## src/rtl/button_cond_multi.sv

```systemverilog
// Multi-channel pushbutton conditioner: synchroniser, debounce FSM and edge/auto-repeat strobes per channel.
// Latency: btn_level and btn_pulse follow a stable input change by SYNC_STAGES+DEBOUNCE_CYCLES+1 clk edges.
// Backpressure: none; btn_pulse strobes are one-cycle fire-and-forget events and are never held or queued.
module button_cond_multi #(
  parameter int CHANNELS        = 4,
  parameter int SYNC_STAGES     = 2,
  parameter int DEBOUNCE_CYCLES = 1000,
  parameter int REPEAT_DELAY    = 500000,
  parameter int REPEAT_RATE     = 100000
) (
  input  logic                clk,
  input  logic                rst_n,
  input  logic [CHANNELS-1:0] btn_in,
  input  logic [1:0]          edge_mode,
  output logic [CHANNELS-1:0] btn_level,
  output logic [CHANNELS-1:0] btn_pulse,
  output logic                pulse_any
);

  // Debounce counter only ever needs to reach D-1; width kept at clog2(D+1).
  localparam int CNT_W   = $clog2(DEBOUNCE_CYCLES + 1);
  // Repeat counter holds the number of PRESSED cycles left until the next repeat strobe.
  localparam int REP_MAX = (REPEAT_DELAY > REPEAT_RATE) ? REPEAT_DELAY : REPEAT_RATE;
  localparam int REP_W   = $clog2(REP_MAX + 1);

  localparam logic [CNT_W-1:0] CNT_LAST   = CNT_W'(DEBOUNCE_CYCLES - 1);
  localparam logic [CNT_W-1:0] CNT_ONE    = CNT_W'(1);
  localparam logic [REP_W-1:0] REP_FIRST  = REP_W'(REPEAT_DELAY);
  localparam logic [REP_W-1:0] REP_RELOAD = REP_W'(REPEAT_RATE);
  localparam logic [REP_W-1:0] REP_ONE    = REP_W'(1);

  typedef enum logic [1:0] {
    RELEASED     = 2'd0,
    PRESS_WAIT   = 2'd1,
    PRESSED      = 2'd2,
    RELEASE_WAIT = 2'd3
  } bstate_t;

  logic                rise_en;
  logic                fall_en;
  logic                rep_en;
  logic [CHANNELS-1:0] pulse_nxt;

  // Decode the global pulse mode; it is used live every cycle, never latched.
  always_comb begin
    rise_en = 1'b0;
    fall_en = 1'b0;
    rep_en  = 1'b0;
    case (edge_mode)
      2'b00: rise_en = 1'b1;
      2'b01: fall_en = 1'b1;
      2'b10: begin
        rise_en = 1'b1;
        fall_en = 1'b1;
      end
      default: begin
        rise_en = 1'b1;
        rep_en  = 1'b1;
      end
    endcase
  end

  for (genvar i = 0; i < CHANNELS; i++) begin : g_ch
    logic [SYNC_STAGES-1:0] sync_q;
    logic                   s;
    bstate_t                state;
    logic [CNT_W-1:0]       cnt;
    logic [REP_W-1:0]       rep_cnt;
    logic                   rise_evt;
    logic                   fall_evt;
    logic                   rep_evt;
    logic                   level_q;
    logic                   pulse_q;

    // Bring the raw asynchronous button level into the clk domain.
    always_ff @(posedge clk) begin
      if (!rst_n) begin
        sync_q <= '0;
      end else begin
        sync_q <= {sync_q[SYNC_STAGES-2:0], btn_in[i]};
      end
    end

    assign s = sync_q[SYNC_STAGES-1];

    // Detect which event the FSM will take on the coming edge, so the strobe lands with the new state.
    always_comb begin
      rise_evt = 1'b0;
      fall_evt = 1'b0;
      rep_evt  = 1'b0;
      case (state)
        PRESS_WAIT:   rise_evt = s && (cnt == CNT_LAST);
        RELEASE_WAIT: fall_evt = !s && (cnt == CNT_LAST);
        PRESSED:      rep_evt  = s && (rep_cnt == REP_ONE);
        default:      ;
      endcase
    end

    assign pulse_nxt[i] = (rise_evt && rise_en) || (fall_evt && fall_en) || (rep_evt && rep_en);

    // Press/release debounce FSM with registered level and strobe; repeat timing runs in every mode.
    always_ff @(posedge clk) begin
      if (!rst_n) begin
        state   <= RELEASED;
        cnt     <= '0;
        rep_cnt <= '0;
        level_q <= 1'b0;
        pulse_q <= 1'b0;
      end else begin
        pulse_q <= pulse_nxt[i];
        case (state)
          RELEASED: begin
            if (s) begin
              state <= PRESS_WAIT;
              cnt   <= '0;
            end
          end
          PRESS_WAIT: begin
            if (!s) begin
              state <= RELEASED;
            end else if (cnt == CNT_LAST) begin
              state   <= PRESSED;
              level_q <= 1'b1;
              rep_cnt <= REP_FIRST;
            end else begin
              cnt <= cnt + CNT_ONE;
            end
          end
          PRESSED: begin
            if (!s) begin
              state   <= RELEASE_WAIT;
              cnt     <= '0;
              rep_cnt <= '0;
            end else if (rep_cnt == REP_ONE) begin
              // Reload instead of counting through zero, so the counter never wraps into a stray strobe.
              rep_cnt <= REP_RELOAD;
            end else begin
              rep_cnt <= rep_cnt - REP_ONE;
            end
          end
          RELEASE_WAIT: begin
            if (s) begin
              // Bounce back to pressed: repeat index restarts, no rise strobe.
              state   <= PRESSED;
              rep_cnt <= REP_FIRST;
            end else if (cnt == CNT_LAST) begin
              state   <= RELEASED;
              level_q <= 1'b0;
            end else begin
              cnt <= cnt + CNT_ONE;
            end
          end
          default: begin
            state <= RELEASED;
          end
        endcase
      end
    end

    assign btn_level[i] = level_q;
    assign btn_pulse[i] = pulse_q;
  end

  // Aggregate strobe registered from the same next-state bits so it coincides with btn_pulse.
  always_ff @(posedge clk) begin
    if (!rst_n) begin
      pulse_any <= 1'b0;
    end else begin
      pulse_any <= |pulse_nxt;
    end
  end

endmodule

```

## config.mk

```make
export PLATFORM = sky130hd
export DESIGN_NAME = button_cond_multi
export DESIGN_NICKNAME = d
export VERILOG_FILES = /design/src/rtl/button_cond_multi.sv
export SDC_FILE = /design/constraint.sdc
export NUM_CORES = 1
export LEC_CHECK = 0
export ABC_AREA = 1
export CORE_MARGIN = 4
export CORE_UTILIZATION = 50
export DETAILED_ROUTE_END_ITERATION = 8
export PLACE_DENSITY = 0.67
export SYNTH_ARGS = -nofsm -noshare
export SYNTH_HDL_FRONTEND = slang
export SYNTH_SLANG_ARGS = --single-unit
```

## constraint.sdc

```tcl
create_clock -name clk -period 2.2 [get_ports clk]
set_input_delay 0.66 -clock clk [delete_from_list [all_inputs] [get_ports clk]]
set_output_delay 0.66 -clock clk [all_outputs]
set_load 0.05 [all_outputs]
```

After elaboration in Yosys (flattened, before gate mapping)
Index checks and enable logic that the tools add are counted.

word-level totals
  logic and storage cells = 270
  flip-flop bits (word level) = 141
  bits of input ports = 8
  output and inout bits = 9

operators by class
  mux-type cells = 111
  equal/unequal tests = 58
  add/sub/neg operators = 8
  reductions and logical operators = 68

operators with widths
  cell                     count
  $mux W19                 20
  $pmux W19 S3             4
  $mux W10                 20
  $pmux W10 S4             4
  $eq A19 B1 Y1 const B    4
  $sub A19 B1 Y19 const B  4
  $ne A2 B2 Y1 const B     28
  $mux W2                  24
  $reduce_and A4 Y1        12
  $add A10 B1 Y10 const B  4
  $eq A10 B10 Y1 const B   4
  $pmux W2 S4              4
  $mux W1                  31
  $logic_and A1 B1 Y1      24
  $ne A3 B3 Y1 const B     8
  $reduce_and A5 Y1        4
  $eq A2 B2 Y1 const B     9
  $reduce_bool A3 Y1       4
  $eq A2 B1 Y1 const B     5
  $logic_not A2 Y1         5
  $logic_or A1 B1 Y1       8
  $pmux W1 S2              4
  $reduce_bool A2 Y1       4
  $logic_not A1 Y1         4
  3 further kinds          3

Depth between registers and ports, before layout
  depth in word-level cells = 7
  mapped depth = 13
  gate-level depth less buffers = 13

Worst setup path after synthesis
Ideal clock, no wire load.

  path kind = reg-to-reg
  start point = register g_ch[2].cnt[0]
  end point = register g_ch[2].rep_cnt[2]
  arrival = 1438 ps
  buffers on the path = 1
  path slack = 630 ps
  clock period less this slack = 1570 ps
  stages on the path, launching flop included = 10
  setup time = 132 ps
  data required time = 2068 ps
  path through = dfxtp_1 > ha_1 > nand2_1 > nor2_1 > nand4_1 > nand2_1 > nand2_2 > buf_2 > nand2_1 > a21oi_1

on the way
  longest elaborated chain between the ends = 3

ends and longest elaborated chain
  what                         line  text
  from (decl)                  67    logic [CNT_W-1:0] cnt;
  from (signal assigned)       126   cnt <= cnt + CNT_ONE;
  from (signal assigned)       150   cnt <= cnt + CNT_ONE;
  $eq A10 B10 Y1               121   end else if (cnt == CNT_LAST) begin
  $ne A2 B2 Y1 (no line)       n/a
  $reduce_and A4 Y1 (no line)  n/a
  to (signal assigned)         138   rep_cnt <= rep_cnt - REP_ONE;
  to (decl)                    68    logic [REP_W-1:0] rep_cnt;

Every way passes these cells.
A chain may end at the register's enable or synchronous reset.

Worst setup path after layout
  start point = register g_ch[1].level_q
  end point = output port btn_level[1]

RTL lines
  what                    line  text
  from (decl)             72    logic level_q;
  from (signal assigned)  107   level_q <= 1'b0;
  from (signal assigned)  123   level_q <= 1'b1;
  from (signal assigned)  148   level_q <= 1'b0;
  to (decl)               15    output logic [CHANNELS-1:0] btn_level,

No word-level cell between the ends.

==> results.sh <==
export IMPL_path_buf_inv=1
export IMPL_drv_slew=0
export IMPL_synth_top_cell_by_area="dfxtp_1"
export IMPL_ys_seq_area_share_pct=34.9
export IMPL_crit_required_ps=1540
export IMPL_multi_input_area_sq_mm=0.00440
export IMPL_antenna_found_initial=0
export IMPL_crit_type="flip-flop to primary output"
export IMPL_drt_drc_violations_left=0
export IMPL_wl_per_cell_microns=12.5
export IMPL_seq_area_sq_mm=0.00282
export IMPL_synth_distinct_cells=40
export IMPL_wirelength_mm=19.0
export IMPL_timing_slew_headroom_pct=66.7
export IMPL_num_antenna_cells=0
export IMPL_nFillCells=1595
export IMPL_path_delay_family="buffers and inverters"
export IMPL_io_pins=17
export IMPL_grt_pass1_wl_mm=32.3
export IMPL_worstPathArrival_ps=1340
export IMPL_final_cell_mix="nand2_1 (304), nor2_1 (180), inv_1 (173)"
export IMPL_start_kind="flip-flop"
export IMPL_clock_skew_final_ps=8.07
export IMPL_fp_dieH_microns=135
export IMPL_place_area_sq_mm=0.00849
export IMPL_crit_cells=1
export IMPL_yosysWarnings=0
export IMPL_area_growth_pct=12.7
export IMPL_drive_above_1_share_pct=7.57
export IMPL_mostFrequentLayoutCell="nand2_1"
export IMPL_synth_top_cells_by_area="dfxtp_1 (35%), nand2_1 (14%), nor2_1 (8.3%)"
export IMPL_hp_class="flip-flop to flip-flop"
export IMPL_via_per_inst=5.13
export IMPL_tightest_slew_ps=495
export IMPL_crit_chain="dlygate4sd2_1"
export IMPL_holdPathStages=2
export IMPL_die_area_sq_mm=0.0183
export IMPL_crit_path_top_delay_cell="dlygate4sd2_1"
export IMPL_finalHoldViolations=0
export IMPL_grt_pass1_vias=6903
export IMPL_drt_pass1_iterations=5
export IMPL_cts_buffers=17
export IMPL_fin_util_pct=57.4
export IMPL_status="finished, final reports clean"
export IMPL_path_clk_slew_ps=60
export IMPL_finalSetupTns_ps=0
export IMPL_final_cell_area_sq_mm=0.00913
export IMPL_ctsHtreeMaxLevel=4
export IMPL_core_area_sq_mm=0.0159
export IMPL_period_share_pct=90.9
export IMPL_syn_area_per_cell_sq_um=6.36
export IMPL_clock_latency_ps=420
export IMPL_track_usage_pct=21.4
export IMPL_clk_path_buf_depth=2
export IMPL_nNetsFinal=1317
export IMPL_cts_setup_buffers=0
export IMPL_antenna_left=0
export IMPL_syn_nets=1294
export IMPL_crit_path_max_fanout=2
export IMPL_syn_area_sq_mm=0.00810
export IMPL_cts_hold_buf=0
export IMPL_cts_root_buf="clkbuf_16"
export IMPL_end_kind="primary output"
export IMPL_maxCapViolations=0
export IMPL_grt_overflow=0
export IMPL_rows=46
export IMPL_vdd_drop_max_uv=522
export IMPL_critPathMaxStageDelay_ps=550
export IMPL_r2r_worst_path_cells=10
export IMPL_powerDensity_mw_per_mm2=640
export IMPL_synth_top_area_share_pct=34.9
export IMPL_routed_via_count=7812
export IMPL_layout_min_cycle_time_ps=2000
export IMPL_place_hpwl_mm=13.9
export IMPL_initialDrtViolationCount=531
export IMPL_synth_seq_cells=141
export IMPL_cts_tree="yes"
export IMPL_fmax_ghz=0.500
export IMPL_whs_ps=415
export IMPL_initial_core_util_pct=51.0
export IMPL_setup_violations=0
export IMPL_rsz0062_at_grt="no"
export IMPL_preCtsSetupSlack_ps=11.9
export IMPL_setup_ws_ps=199
export IMPL_cts_sinks=141
export IMPL_grt_max_degree=56
export IMPL_synthCells=1272
export IMPL_port_buffers=16
export IMPL_p_leak_nw=4.20
export IMPL_die_w_microns=135
export IMPL_place_congestion=0.898
==> final cells by class <==
cell class	count	area share, %
Tap cell	216	2.96
Sequential cell	141	30.9
Timing Repair Buffer	38	3.46
Inverter	179	7.36
Clock inverter	13	2.07
Multi-Input combinational cell	918	48.3
Clock buffer	19	4.96
==> per-stage QoR <==
step	instances	power [mW]
after CTS	1524	5.91
after global placement	1492	2.79
after detailed placement	1492	2.79
after global routing	1524	6.04
after floorplan	1272	2.73
final	1524	5.84
==> final timing paths <==
kind                           startpoint                               to  slack [ps]
min          g_ch[1].sync_q[0]$_SDFF_PN0_     g_ch[1].sync_q[1]$_SDFF_PN0_         410
max reg2reg   g_ch[1].cnt[0]$_SDFFE_PN0P_  g_ch[1].rep_cnt[6]$_SDFFE_PN0P_         270
max          g_ch[1].level_q$_SDFFE_PN0P_                     btn_level[1]         200
min reg2reg  g_ch[1].sync_q[0]$_SDFF_PN0_     g_ch[1].sync_q[1]$_SDFF_PN0_         410
==> cells in the mapped netlist, drive strengths merged <==
master and n:
a21oi 98, xnor2 4, clkbuf 13, nor3 27, o31ai 2, buf 21, xor2 20, o21ai 70
o211ai 2, nor4 2, inv 179, nand4 48, a21boi 1, o211a 1, dfxtp 141, o21bai 3
or2 5, a21o 1, and3 1, nand2 310, nor3b 1, a211oi 3, nand3 101, nand3b 5
a31oi 2, ha 14, nor2 197
==> per-layer routing <==
metal | part of all wire, % | global-route usage, %
met5 | 0 | 0
met3 | 4.5 | 3.83
met1 | 49 | 29.7
met2 | 46 | 33.9
met4 | 1.3 | 6.55
==> timing repair <==
| action | CTS | global route |
|---|---|---|
| gates resized for setup | 4 | 1 |
| endpoints found under the hold margin | 0 | 0 |
| setup endpoints to repair | 4 | 1 |
| gates cloned | 0 | 0 |
==> cells by family (layout without fill, tap and decap cells) <==
family,count (synthesis),in the layout,share of synthesized area [%]
flip-flops,141,141,34.9
AND/OR/NAND/NOR,697,697,37.6
XOR/XNOR,24,24,2.60
adder cells (fa/ha/maj),14,14,2.16
AO/OA/AOI/OAI,183,183,12.0
buffers and inverters,213,249,10.8
==> state kept, by name, summed over array words and instances, names as in the netlist, named ones only <==
signal / count
g_ch.rep_cnt: 76
g_ch.cnt: 40
g_ch.sync_q: 8
g_ch.level_q: 4
g_ch.pulse_q: 4
g_ch.state: 4
pulse_any: 1
==> power breakdown <==
part | total, mW | switching (mW) | internal (mW)
Sequential | 2.58 | 0.0128 | 2.56
Clock | 3.10 | 1.14 | 1.96
Combinational | 0.157 | 0.110 | 0.0476
Total | 5.84 | 1.26 | 4.57
No activity file was read; power rests on OpenSTA's default activity.
